<file path="src/rtl/multiplier_datapath.sv">
// Register/arithmetic datapath of the signed shift-add multiplier: holds X, A, B and the
// shift counter, and computes the 9-bit add/subtract of A against the multiplicand S.
module multiplier_datapath #(
    parameter int WIDTH = 8
) (
    input  logic                     Clk,
    input  logic                     Reset,
    input  logic [WIDTH-1:0]         S,
    input  logic                     LD_XA,
    input  logic                     LD_B,
    input  logic                     Shift_EN,
    input  logic                     Cnt_EN,
    input  logic                     Clr_XA,
    input  logic                     SUB_ADD,
    output logic                     M,
    output logic [$clog2(WIDTH)-1:0] count,
    output logic                     X,
    output logic [WIDTH-1:0]         Aval,
    output logic [WIDTH-1:0]         Bval
);

    localparam int CW = $clog2(WIDTH);

    logic             x_reg;
    logic [WIDTH-1:0] a_reg;
    logic [WIDTH-1:0] b_reg;
    logic [CW-1:0]    cnt_reg;
    logic [WIDTH:0]   operand;
    logic [WIDTH:0]   sum;

    // Sign-extended operands; subtraction is invert-and-carry-in, so no overflow at 9 bits.
    always_comb begin
        operand = {S[WIDTH-1], S} ^ {(WIDTH+1){SUB_ADD}};
        sum     = {a_reg[WIDTH-1], a_reg} + operand + {{WIDTH{1'b0}}, SUB_ADD};
    end

    always_ff @(posedge Clk) begin
        if (Reset) begin
            x_reg   <= 1'b0;
            a_reg   <= '0;
            b_reg   <= '0;
            cnt_reg <= '0;
        end else begin
            if (Clr_XA) begin
                x_reg <= 1'b0;
                a_reg <= '0;
            end else if (LD_XA) begin
                x_reg <= sum[WIDTH];
                a_reg <= sum[WIDTH-1:0];
            end else if (Shift_EN) begin
                a_reg <= {x_reg, a_reg[WIDTH-1:1]};
            end

            // B shifts in the pre-update A[0] even when LD_XA overrides the A shift.
            if (LD_B) begin
                b_reg <= S;
            end else if (Shift_EN) begin
                b_reg <= {a_reg[0], b_reg[WIDTH-1:1]};
            end

            if (Clr_XA) begin
                cnt_reg <= '0;
            end else if (Cnt_EN) begin
                cnt_reg <= cnt_reg + 1'b1;
            end
        end
    end

    assign M     = b_reg[0];
    assign X     = x_reg;
    assign Aval  = a_reg;
    assign Bval  = b_reg;
    assign count = cnt_reg;

endmodule

</file>
<file path="config.mk">
export PLATFORM = sky130hd
export DESIGN_NAME = multiplier_datapath
export DESIGN_NICKNAME = d
export VERILOG_FILES = /design/src/rtl/multiplier_datapath.sv
export SDC_FILE = /design/constraint.sdc
export NUM_CORES = 1
export LEC_CHECK = 0
export ABC_AREA = 1
export CORE_MARGIN = 3
export CORE_UTILIZATION = 43
export DETAILED_ROUTE_END_ITERATION = 12
export HOLD_SLACK_MARGIN = 0.06
export PLACE_DENSITY_LB_ADDON = 0.12
export SLEW_MARGIN = 20
export SYNTH_ARGS = -nofsm -noshare
export SYNTH_HDL_FRONTEND = slang
export SYNTH_SLANG_ARGS = --single-unit
</file>
<file path="constraint.sdc">
create_clock -name Clk -period 1.47 [get_ports Clk]
set_input_delay 0.294 -clock Clk [delete_from_list [all_inputs] [get_ports Clk]]
set_output_delay 0.294 -clock Clk [all_outputs]
set_load 0.01 [all_outputs]
</file>
### Word-level counts from Yosys, hierarchy flattened

Index checks and enable logic that the tools add are counted.

* add/sub/neg operators: 3
* multipliers: 0
* divide/modulo/power cells: 0
* magnitude comparators: 0
* eq/ne operators: 0
* shift operators: 0
* muxes and demuxes: 4
* bitwise logic cells: 1
* reductions and logical operators: 3

Operator list (number)
* $mux 8: 4
* $add 9x1->9: 1
* $add 9x9->9: 1
* $xor 9x9->9: 1
* $reduce_bool 2->1: 2
* $add 3x1->3 const B: 1
* $reduce_or 2->1: 1

* bits in registers: 20
* bits in latches: 0
* memory bits (writable): 0
* bits in read-only memories: 0
* input bits: 16
* logic and storage cells: 15
* memories: 0

### Depth between registers and ports, before layout

* depth after elaboration: 4
* gate-level depth with buffers: 14
* gate-level depth less buffers: 14

### Worst setup path after synthesis

OpenSTA, ideal clock, no wires.

* path kind: reg2reg
* from: register a_reg[0], in the netlist Aval[0]
* to: register x_reg, in the netlist X
* library setup time: 72 ps
* data arrival time: 1523 ps
* required time: 1398 ps
* setup slack: -125 ps
* stages on the path, launching flop included: 14
* clock period less this slack: 1595 ps
* path through: dfxtp_1 -> nand2_1 -> nand2_2 -> inv_1 -> fa_1 -> inv_1 -> nand2_1 -> nand2_1 -> nand2_1 -> nand2_1 -> nand2_1 -> nand2_1 -> nand2_1 -> a21oi_1

* word-level cells in the longest chain between the ends: 2

Ends and longest elaborated chain
* start, declared: line 25 `logic [WIDTH-1:0] a_reg;`
* start signal, assigned: line 49 `a_reg <= sum[WIDTH-1:0];`
* start signal, assigned: line 51 `a_reg <= {x_reg, a_reg[WIDTH-1:1]};`
* $add 9x9->9: line 34 `sum = {a_reg[WIDTH-1], a_reg} + operand + {{WIDTH{1'b0}}, SUB_ADD};`
* $add 9x1->9: line 34
* end signal, assigned: line 48 `x_reg <= sum[WIDTH];`
* end, declared: line 24 `logic x_reg;`

No other way between the ends.
A chain may end at the register's enable or synchronous reset.

### Worst setup path after layout

* from: register a_reg[0], in the netlist Aval[0]
* to: register a_reg[2], in the netlist Aval[2]

* word-level cells in the longest chain between the ends: 3

Ends and longest elaborated chain
* $add 9x9->9: line 34
* $add 9x1->9: line 34
* $mux 8: line 47 `end else if (LD_XA) begin`

No other way between the ends.

==> impl_results.md <==
* # fillers at 223
* Synth warn at 0
* Predominant post-synthesis flop cell: dfxtp_1
* Core box area at slightly below 3000 um2
* Final Total Pwr at around 1.6 mW
* Top Ports at 37
* Syn-to-layout area delta at 65.8%
* Crit path max fanout at 2
* Relative slew slack at between 80% and 90%
* CP Class: flip-flop to flip-flop
* Reg clk slew, reported paths at 0.12 ns
* Die width at about 63 um
* Place WS at -0.767 ns
* ANT nets after route at 0
* Initial antenna violation count at 0
* Wire per inst at 14.7 um
* Mapped Area at 1380 um2
* Die footprint at 3930 um2
* RSZ-0062 raised after global routing: true
* Via-to-Cell Ratio at 5.14
* Met2 Use GR at 42.9%
* Number of flops mapped to enable cells by yosys at 0
* Finished Layout Cells at 314
* Crit-path max cell delay at 0.36 ns
* GRT overflow at 0
* H-tree depth at 1
* Antenna Cells at 0
* Most frequent cell after synthesis: nand2_1
* Fin nets at 299
* Min Hold Slack at ~0.37 ns
* Endpoints failing hold at 0
* Setup ws final at -0.0941 ns
* Syn Inst Count at 200
* I/O Buffers at 36
* Reg2reg end: Aval[2]
* Root Buffer: clkbuf_4
* Asr flop ratio synth at 0%
* Setup violations, final at 5
* Clock Sinks at 20
* # rows at 19
* TritonRoute pass-1 iters at 4
* Via count at 1615
* Busiest layer in global routing: met2
* # DRC at 0
* Peak supply drop at slightly above 0.5 mV
* Status: finished with violations
* Post-Route WL at 4610 um
* Share of layout cells above drive strength 1 at ~36%
* Clock Path Buffers at 2
* Synth unique cells at 25
* R2r setup slk at -0.09 ns
* Ranking of synthesized cells by area: dfxtp_1 (29%), nand2_1 (14%), ha_1 (8.2%)
* DIE HEIGHT at 62.7 um
* Setup Skew at 0.00528 ns
* Worst Hold End: Bval[4]
* Cts bufs inserted at 3
* Dpl hpwl at 3240 um
* Cell-by-cell trace of the critical path: nand2_2, nand2_2, inv_2, fa_2, buf_4, buf_4, xnor2_2, o21ai_1, a21oi_1
* Tcrit/Tclk final at 106%
* Routability Congestion at 0.843
* Hold Crit Start: S[4]
* Register bit total from synthesis at 20
* Crit end category: flip-flop
* Worst Reg2Reg Path Length in Cells at 9
* Min cycle time layout at 1.56 ns
* WP data required at 1.67 ns
* Worst EP arrival at 1.77 ns
* Commonest cells post-synth: nand2_1 (51), inv_1 (25), dfxtp_1 (20), nor2_1 (18), a21oi_1 (11)
* Max Transition Viols Final at 0
* Max-cap viol count at 0
* Yosys top cell by area: dfxtp_1
* Synth top area share at 29.0%
* Hold Crit Depth at 3
* TritonCTS clock tree: done
* Met1 GRT Util at 27.6%
* Max stage delay cell, worst path: dfxtp_2
* CP startpoint kind: flip-flop
* Initial core utilization at between 40% and 50%
* Placed insts at 302
* All-Layer GR Usage at 23.6%
* Vias in the first global route at 1687
* Lkg Pwr at 1.12 nW
* Critical R2R Launch: Aval[0]
* DRT iter0 DRCs at about 130
* Failing checks: setup timing
* Largest net degree at the start of global routing at 12
* Syn nets at 226
* PD cells at 702 nW/um2
* Register area share after synthesis at 29.0%
* Tightest Pin Transition at 0.245 ns
* Global-route wire length before repair at roughly 7500 um
* Hold Crit Class: primary input to flip-flop
* Fmax at 639 MHz
* Met3 track demand over resource at roughly 3.6%
* Clock latency on the worst-skew pair at around 0.30 ns
* Syn avg cell area at 6.91 um2
==> routing by layer <==
metal / wire, um / share of wire [%] / up-vias
li1: - / - / 791
met1: 1910 / 41 / 758
met2: 2360 / 51 / 52
met3: 210 / 4.6 / 14
met4: 122 / 2.6 / 0
met5: 0 / 0 / -
==> logic make-up (layout without fill, tap and decap cells) <==
family	Yosys count	after routing	synth area share, %
buffers and inverters	34	106	11.3
AND/OR/NAND/NOR	94	94	28.9
adder cells (fa/ha/maj)	10	10	9.60
XOR/XNOR	11	11	6.98
AO/OA/AOI/OAI	31	31	14.2
flip-flops	20	20	29.0
==> worst max-delay path, delay by kind of cell, from the launching register on <==
kind / cells / cell delay, ns
adders and majority gates: 1 / 0.35
buffers and inverters: 3 / 0.32
xor gates and xnor gates: 1 / 0.12
and+or+nand+nor: 2 / 0.13
AOI/OAI and AO/OA: 2 / 0.19
DFF: 1 / 0.36
==> timing repair <==
item / in CTS / in global routing
setup endpoints to repair: 29 / 7
gates cloned: 0 / 0
resized for setup: 67 / 22
endpoints found under the hold margin: 0 / 0
hold buffers: 0 / 0
setup buffers: 6 / 3
pin swaps: 30 / 24
==> cells in the final DEF, fill, tap and decap left out, drive strengths merged, types with 9 or more instances in the layout <==
master / count
a21oi: 12
dlygate4sd2: 24
buf: 40
nor2: 19
dfxtp: 20
ha: 9
inv: 27
nand3: 9
nand2: 56
==> worst max path at each step <==
stage	slack, ns	depth (start not counted)	endpoint	from
after global routing	-0.19	13	X	Aval[0]
after detailed placement	-0.77	11	Aval[7]	SUB_ADD
after global placement	-0.71	11	Aval[4]	SUB_ADD
after floorplan	-0.1	10	Aval[7]	SUB_ADD
after CTS	-0.04	13	X	Aval[0]
final	-0.09	9	Aval[2]	Aval[0]
==> area by class of cell <==
cell class	count	area [um2]	share of cell area (%)
Clock buffer	4	36.3	1.58
Inverter	28	105	4.59
Multi-Input combinational cell	146	1030	45.0
Sequential cell	20	408	17.8
Tap cell	42	52.6	2.30
Timing Repair Buffer	74	657	28.7
==> where the power goes <==
part / internal [mW] / switching (mW) / total, mW
Sequential: 0.577 / 0.0298 / 0.607
Clock: 0.151 / 0.172 / 0.323
Combinational: 0.330 / 0.347 / 0.677
==> state kept, by name (all words and copies together), names as in the netlist <==
signal / cells
Aval: 8
Bval: 8
count: 3
X: 1
==> through the flow <==
step	setup TNS [ns]	utilization, %	cell area [um2]
floorplan	-0.354	-	1400
global placement	-5.38	69.5	2020
detailed placement	-6.11	69.5	2020
CTS	-0.0706	74.4	2160
global route	-0.992	78.9	2290
finish	-0.362	78.9	2290
No activity file was read; power rests on OpenSTA's default activity.
==> variant 1, RTL diff (config.mk and constraints unchanged) <==
Put a register stage on the output `M`, without a reset. The value now appears one clock later. The other outputs are not delayed to match.
--- a/src/rtl/multiplier_datapath.sv
+++ b/src/rtl/multiplier_datapath.sv
@@ -66,7 +66,9 @@
         end
     end
 
-    assign M     = b_reg[0];
+    always_ff @(posedge Clk) begin
+        M <= b_reg[0];
+    end
     assign X     = x_reg;
     assign Aval  = a_reg;
     assign Bval  = b_reg;
Function: changed (a bounded check fails within 4 cycles, from zero or initial values and one cycle with Reset high).
==> variant 1 against the unedited design <==
The run still ends with negative setup slack left. Cell count decreased by 0.96%. Clock skew shrank 3.0 ps. Sequential cell count is 1 higher. Synthesized cell count unchanged. Count of clock-buffer cells in the layout fell by 1. Combinational power shrank 11%. Design area shrank 5.4%. Wire length decreased by 16%. Worst setup slack improved by 69 ps. Total power shrank 3.3%. Synthesized area grew 0.91%. Hold slack worse by 21 ps. Critical endpoint is now X.
==> variant 1: results (changes against the unedited design) <==
Status: complete, but fails checks
Violated checks: negative setup slack
# diodes: 0 (unchanged)
Net switching power: 544 uW (-0.83%)
Clock root cell: clkbuf_4
Ys Warns: 0 (unchanged)
DP Wirelength: 2.81 mm (-13%)
First-pass detailed-route iteration total: 4 (unchanged)
Placer Congestion: 0.802 (-4.8%)
GRT Resource Usage Total: 20.0% (-3.7 points)
Post-synth top flop: dfxtp_1
Slew of the pin with the lowest slew margin: 270 ps (+25.2 ps)
Placement Cell Area: 1980 um2 (-1.6%)
Setup WS post-layout: -25.5 ps (+68.6 ps)
Core Box Area: 3080 um2 (+6.1%)
Filler cells: 265 (+19%)
H-tree levels: 1 (unchanged)
CTS clk-pin slew, worst paths: 130 ps
Hold Path Class: input pin to register
Synth top area cells: dfxtp_1, nand2_1, ha_1, inv_1, o221ai_1
Sequential fraction of the synthesis area: 30.2% (+1.2 points)
Initial drt markers: 71 (-46%)
CTS Buf Count: 3 (unchanged)
Final setup fails: 2 (-3)
Pin count of the biggest net entering global routing: 14 (+2)
Lkg Pwr: 0.00108 uW (-3.6%)
Post-placement cell count: 301 (-0.33%)
Initial antenna violation count: 0 (unchanged)
Nets: 294 (-1.7%)
Clock Latency Late Sink: 320 ps (+20 ps)
Fin cells: 311 (-0.96%)
Clk_skew: 2.27 ps (-3.01 ps)
Routed WL: 3.87 mm (-16%)
Fraction of layout cells with a size suffix above 1: 31.1% (-4.9 points)
Vias in the first global route: 1446 (-14%)
Port bufs: 36 (unchanged)
Synth Area per Inst: 6.97 um2 (+0.91%)
Synth top cells by count: nand2_1, inv_1, dfxtp_1, nor2_1, a21oi_1
Yosys cell types: 24 (-4.0%)
Peak supply drop: 0.000598 V (+16%)
Global-route wire length before repair: 6.41 mm (-15%)
Post-synth EDFFs: 0 (unchanged)
Vias: 1539 (-4.7%)
-- variant 1: critical path, cell delays in order (launching register included) --
cell     delay, ps
dfxtp_2        360
nand2_2         50
nand2_2         80
inv_2           40
fa_2           340
inv_2           90
nand2_2         60
nand2_2         80
nand2_2         50
nand2_1         50
nand2_1         40
nand2_1         50
nand2_1         60
a21oi_2        110
-- variant 1: repair_timing --
item                                    4_1_cts  5_1_grt
endpoints found under the setup margin       29        7
hold buffers                                  0        0
gates resized for setup                      54       25
pin swaps                                    18       25
setup buffers                                 3        3
-- variant 1: kinds of logic after synthesis --
kind of cell | count (synthesis) | synth area share (%)
AND/OR/NAND/NOR | 94 | 28.6
AO/OA/AOI/OAI | 31 | 14.1
buffers and inverters | 33 | 10.7
flip-flops | 21 | 30.2
XOR/XNOR | 11 | 6.91
adder cells (fa/ha/maj) | 10 | 9.52
-- variant 1: worst paths after layout --
path                              start  endpoint  slack, ps  depth (start not counted)
worst max-delay path            Aval[0]         X        -30                         13
worst min-delay path               S[2]   Bval[2]        350                          3
worst max register to register  Aval[0]         X        -30                         13
worst min register to register  Bval[0]         M        390                          0
-- variant 1: layout make-up --
| cell class | instances | area [um2] | share of cell area [%] |
|---|---|---|---|
| tap | 44 | 55.1 | 2.54 |
| inverter | 28 | 105 | 4.85 |
| timing repair buffer | 68 | 589 | 27.2 |
| sequential | 21 | 435 | 20.1 |
| clock buffer | 3 | 22.5 | 1.04 |
| clock inverter | 1 | 7.51 | 0.347 |
| multi-input combinational | 146 | 951 | 43.9 |
-- variant 1: power groups by stage --
stage / sequential (uW) / clock, uW / combinational (uW)
final: 636 / 313 / 604
after global routing: 642 / 351 / 665
after CTS: 634 / 321 / 536
after detailed placement: 645 / 0 / 535
after global placement: 646 / 0 / 533
after floorplan: 660 / 0 / 277
-- variant 1: routing by layer --
metal / routed length (um) / up-vias / track usage, %
li1: - / 786 / -
met1: 1840 / 705 / 27.2
met2: 1810 / 41 / 32.3
met3: 182 / 7 / 4.68
met4: 48 / 0 / 3.31
met5: 0 / - / 0
-- variant 1: metrics by stage --
stage | setup TNS [ps] | hold slack, ps | worst slack, ps | total power [uW] | utilization (%)
floorplan | -354 | 390 | -99.8 | 937 | -
global placement | -5230 | 375 | -704 | 1180 | 64.5
detailed placement | -5520 | 368 | -739 | 1180 | 64.5
CTS | -28.7 | 387 | -28.1 | 1490 | 66.5
global route | -488 | 347 | -137 | 1660 | 70.4
finish | -25.9 | 349 | -25.5 | 1550 | 70.4
==> variant 2, RTL diff (same flow settings) <==
Made on the original files. `WIDTH`: 8 -> 32.
--- a/src/rtl/multiplier_datapath.sv
+++ b/src/rtl/multiplier_datapath.sv
@@ -1,7 +1,7 @@
 // Register/arithmetic datapath of the signed shift-add multiplier: holds X, A, B and the
 // shift counter, and computes the 9-bit add/subtract of A against the multiplicand S.
 module multiplier_datapath #(
-    parameter int WIDTH = 8
+    parameter int WIDTH = 32
 ) (
     input  logic                     Clk,
     input  logic                     Reset,
Interface: changed (resized Aval, Bval, S and count); port bits go from 37 to 111. The function was not compared with the original's and may differ.
==> variant 2 against the unedited design <==
The flow still finishes with violations (negative setup slack). Wire length increased to 5.5 times the old value. Worst setup slack got worse by 440 ps. Sequential cell count increased by 50. Design area increased to 4.5 times the old value. First-iteration DRC count increased to 4.8 times the old value. Synthesized area increased to 4.2 times the old value. Total power increased to 5.0 times the old value. Clock power increased to 6.7 times the old value. Critical path depth increased by 6. Sequential power increased to 3.5 times the old value.
==> variant 2: results (changes against the unedited design) <==
Met2 Routed Length: 11.8 mm (+400%)
Synth Net Count: 1036 (+360%)
Routed WL: 25.5 mm (+450%)
Crit path capture: Aval[16]
Yosys cell types: 33 (+32%)
Synth top cells by count: nand2_1, inv_1, nor2_1, dfxtp_1, a21oi_1
Post-Synth Adder-Cell Area: 7.72% (-1.9 points)
Metal3 WL: 2.46 mm (+1100%)
Sequential fraction of the synthesis area: 24.3% (-4.7 points)
Met1 WL: 10.2 mm (+430%)
Setup WS post-layout: -536 ps (-442 ps)
Lkg Pwr: 0.00521 uW (+370%)
Synth Area per Inst: 6.00 um2 (-13%)
First-pass detailed-route iteration total: 6 (+2)
Violated checks: negative setup slack
Critical path peak fanout: 3 (+1)
Nets: 1300 (+330%)
# diodes: 0 (unchanged)
Pin count of the biggest net entering global routing: 33 (+21)
Pint: 4850 uW (+360%)
CTS clk-pin slew, worst paths: 70 ps (-50 ps)
Clk_skew: 10.7 ps (+5.40 ps)
Multiplexer area fraction after synthesis: 0% (unchanged)
Setup CP Type: register to register
Fraction of layout cells with a size suffix above 1: 40.0% (+4.0 points)
R2r startpoint: Aval[0]
Post-Synth XOR/XNOR Area: 6.23% (-0.75 points)
Clock root cell: clkbuf_16
GRT Resource Usage Total: 30.4% (+6.7 points)
Global-route wire length before repair: 35.4 mm (+370%)
Peak supply drop: 0.000501 V (-2.5%)
CTS Buf Count: 9 (+6)
DP Wirelength: 15.8 mm (+390%)
DR WL/cell: 18.2 um (+24%)
Total negative slack: -11700 ps (-11340 ps)
Combinational share of power: 45.8% (+3.7 points)
Clock group: 2160 uW (+570%)
WP data arrival: 2240 ps (+470 ps)
Placement Cell Area: 8160 um2 (+300%)
DP Worst Slack: -1070 ps (-308 ps)
R2r worst-path depth: 15 (+6)
Clock Latency Late Sink: 350 ps (+50 ps)
Placer Congestion: 1.03 (+23%)
H-tree levels: 3 (+2)
Pwr dens: 773 nW/um2 (+10%)
Status: complete, but fails checks
Initial drt markers: 628 (+380%)
Slew of the pin with the lowest slew margin: 407 ps (+162 ps)
Port bufs: 110 (+210%)
Final setup fails: 33 (+28)
Synth top area cells: dfxtp_1, nand2_1, inv_1, ha_1, xor2_1
Complex-gate fraction of the synthesized area: 13.2% (-1.0 points)
Vias: 7722 (+380%)
Fin area: 10300 um2 (+350%)
Vias in the first global route: 6983 (+310%)
==> variant 2: changes by cell type after synthesis, moves of 7 or more <==
cell,unedited run,this run
nand2_1,51,322
inv_1,25,147
nor2_1,18,86
dfxtp_1,20,70
a21oi_1,11,50
nand3_1,9,40
xor2_1,8,38
nor3_1,8,35
ha_1,9,34
o221ai_1,8,32
clkbuf_1,0,22
o21ai_0,8,25
buf_2,2,9
nand2_2,5,12
==> variant 2: layout make-up <==
type / instances / area, um2
Multi-Input combinational cell: 706 / 5280
Fill cell: 820 / 2570
Timing Repair Buffer: 289 / 2520
Sequential cell: 70 / 1450
Inverter: 149 / 559
Clock buffer: 10 / 229
Tap cell: 172 / 215
Clock inverter: 6 / 47.5
==> variant 2: worst min-delay path by stage <==
stage | start | end | slack, ps | cells after the start
detailed placement | count[4] | count[4] | 440 | 1
global placement | count[4] | count[4] | 440 | 1
floorplan | Cnt_EN | count[1] | 380 | 1
CTS | S[21] | Bval[21] | 420 | 3
global route | S[15] | Bval[15] | 390 | 3
finish | S[14] | Bval[14] | 360 | 3
==> variant 2: worst max-delay path, stage by stage (launching register included) <==
cell and delay (ps):
dfxtp_2 340, nand2_2 50, nand2_2 60, inv_2 40, fa_2 400, inv_2 90
nand3_2 90, nand3_4 120, nand2_4 60, nand2_4 110, nand2_4 60, nand2_4 90
xnor2_2 130, nand2_1 80, nand2_1 70, a21oi_1 80
==> variant 2: what timing repair did <==
action                     CTS  global route
setup endpoints to repair  103            37
gates resized for setup    309           172
buffers inserted            25            11
cloned                       4             0
pin swaps                  130            87
hold buffers                 0             0
==> variant 2: metal layers <==
metal	track usage, %	up-vias
li1	-	3571
met1	41.0	3598
met3	6.31	110
met2	48.9	443
met5	0	-
met4	9.24	0
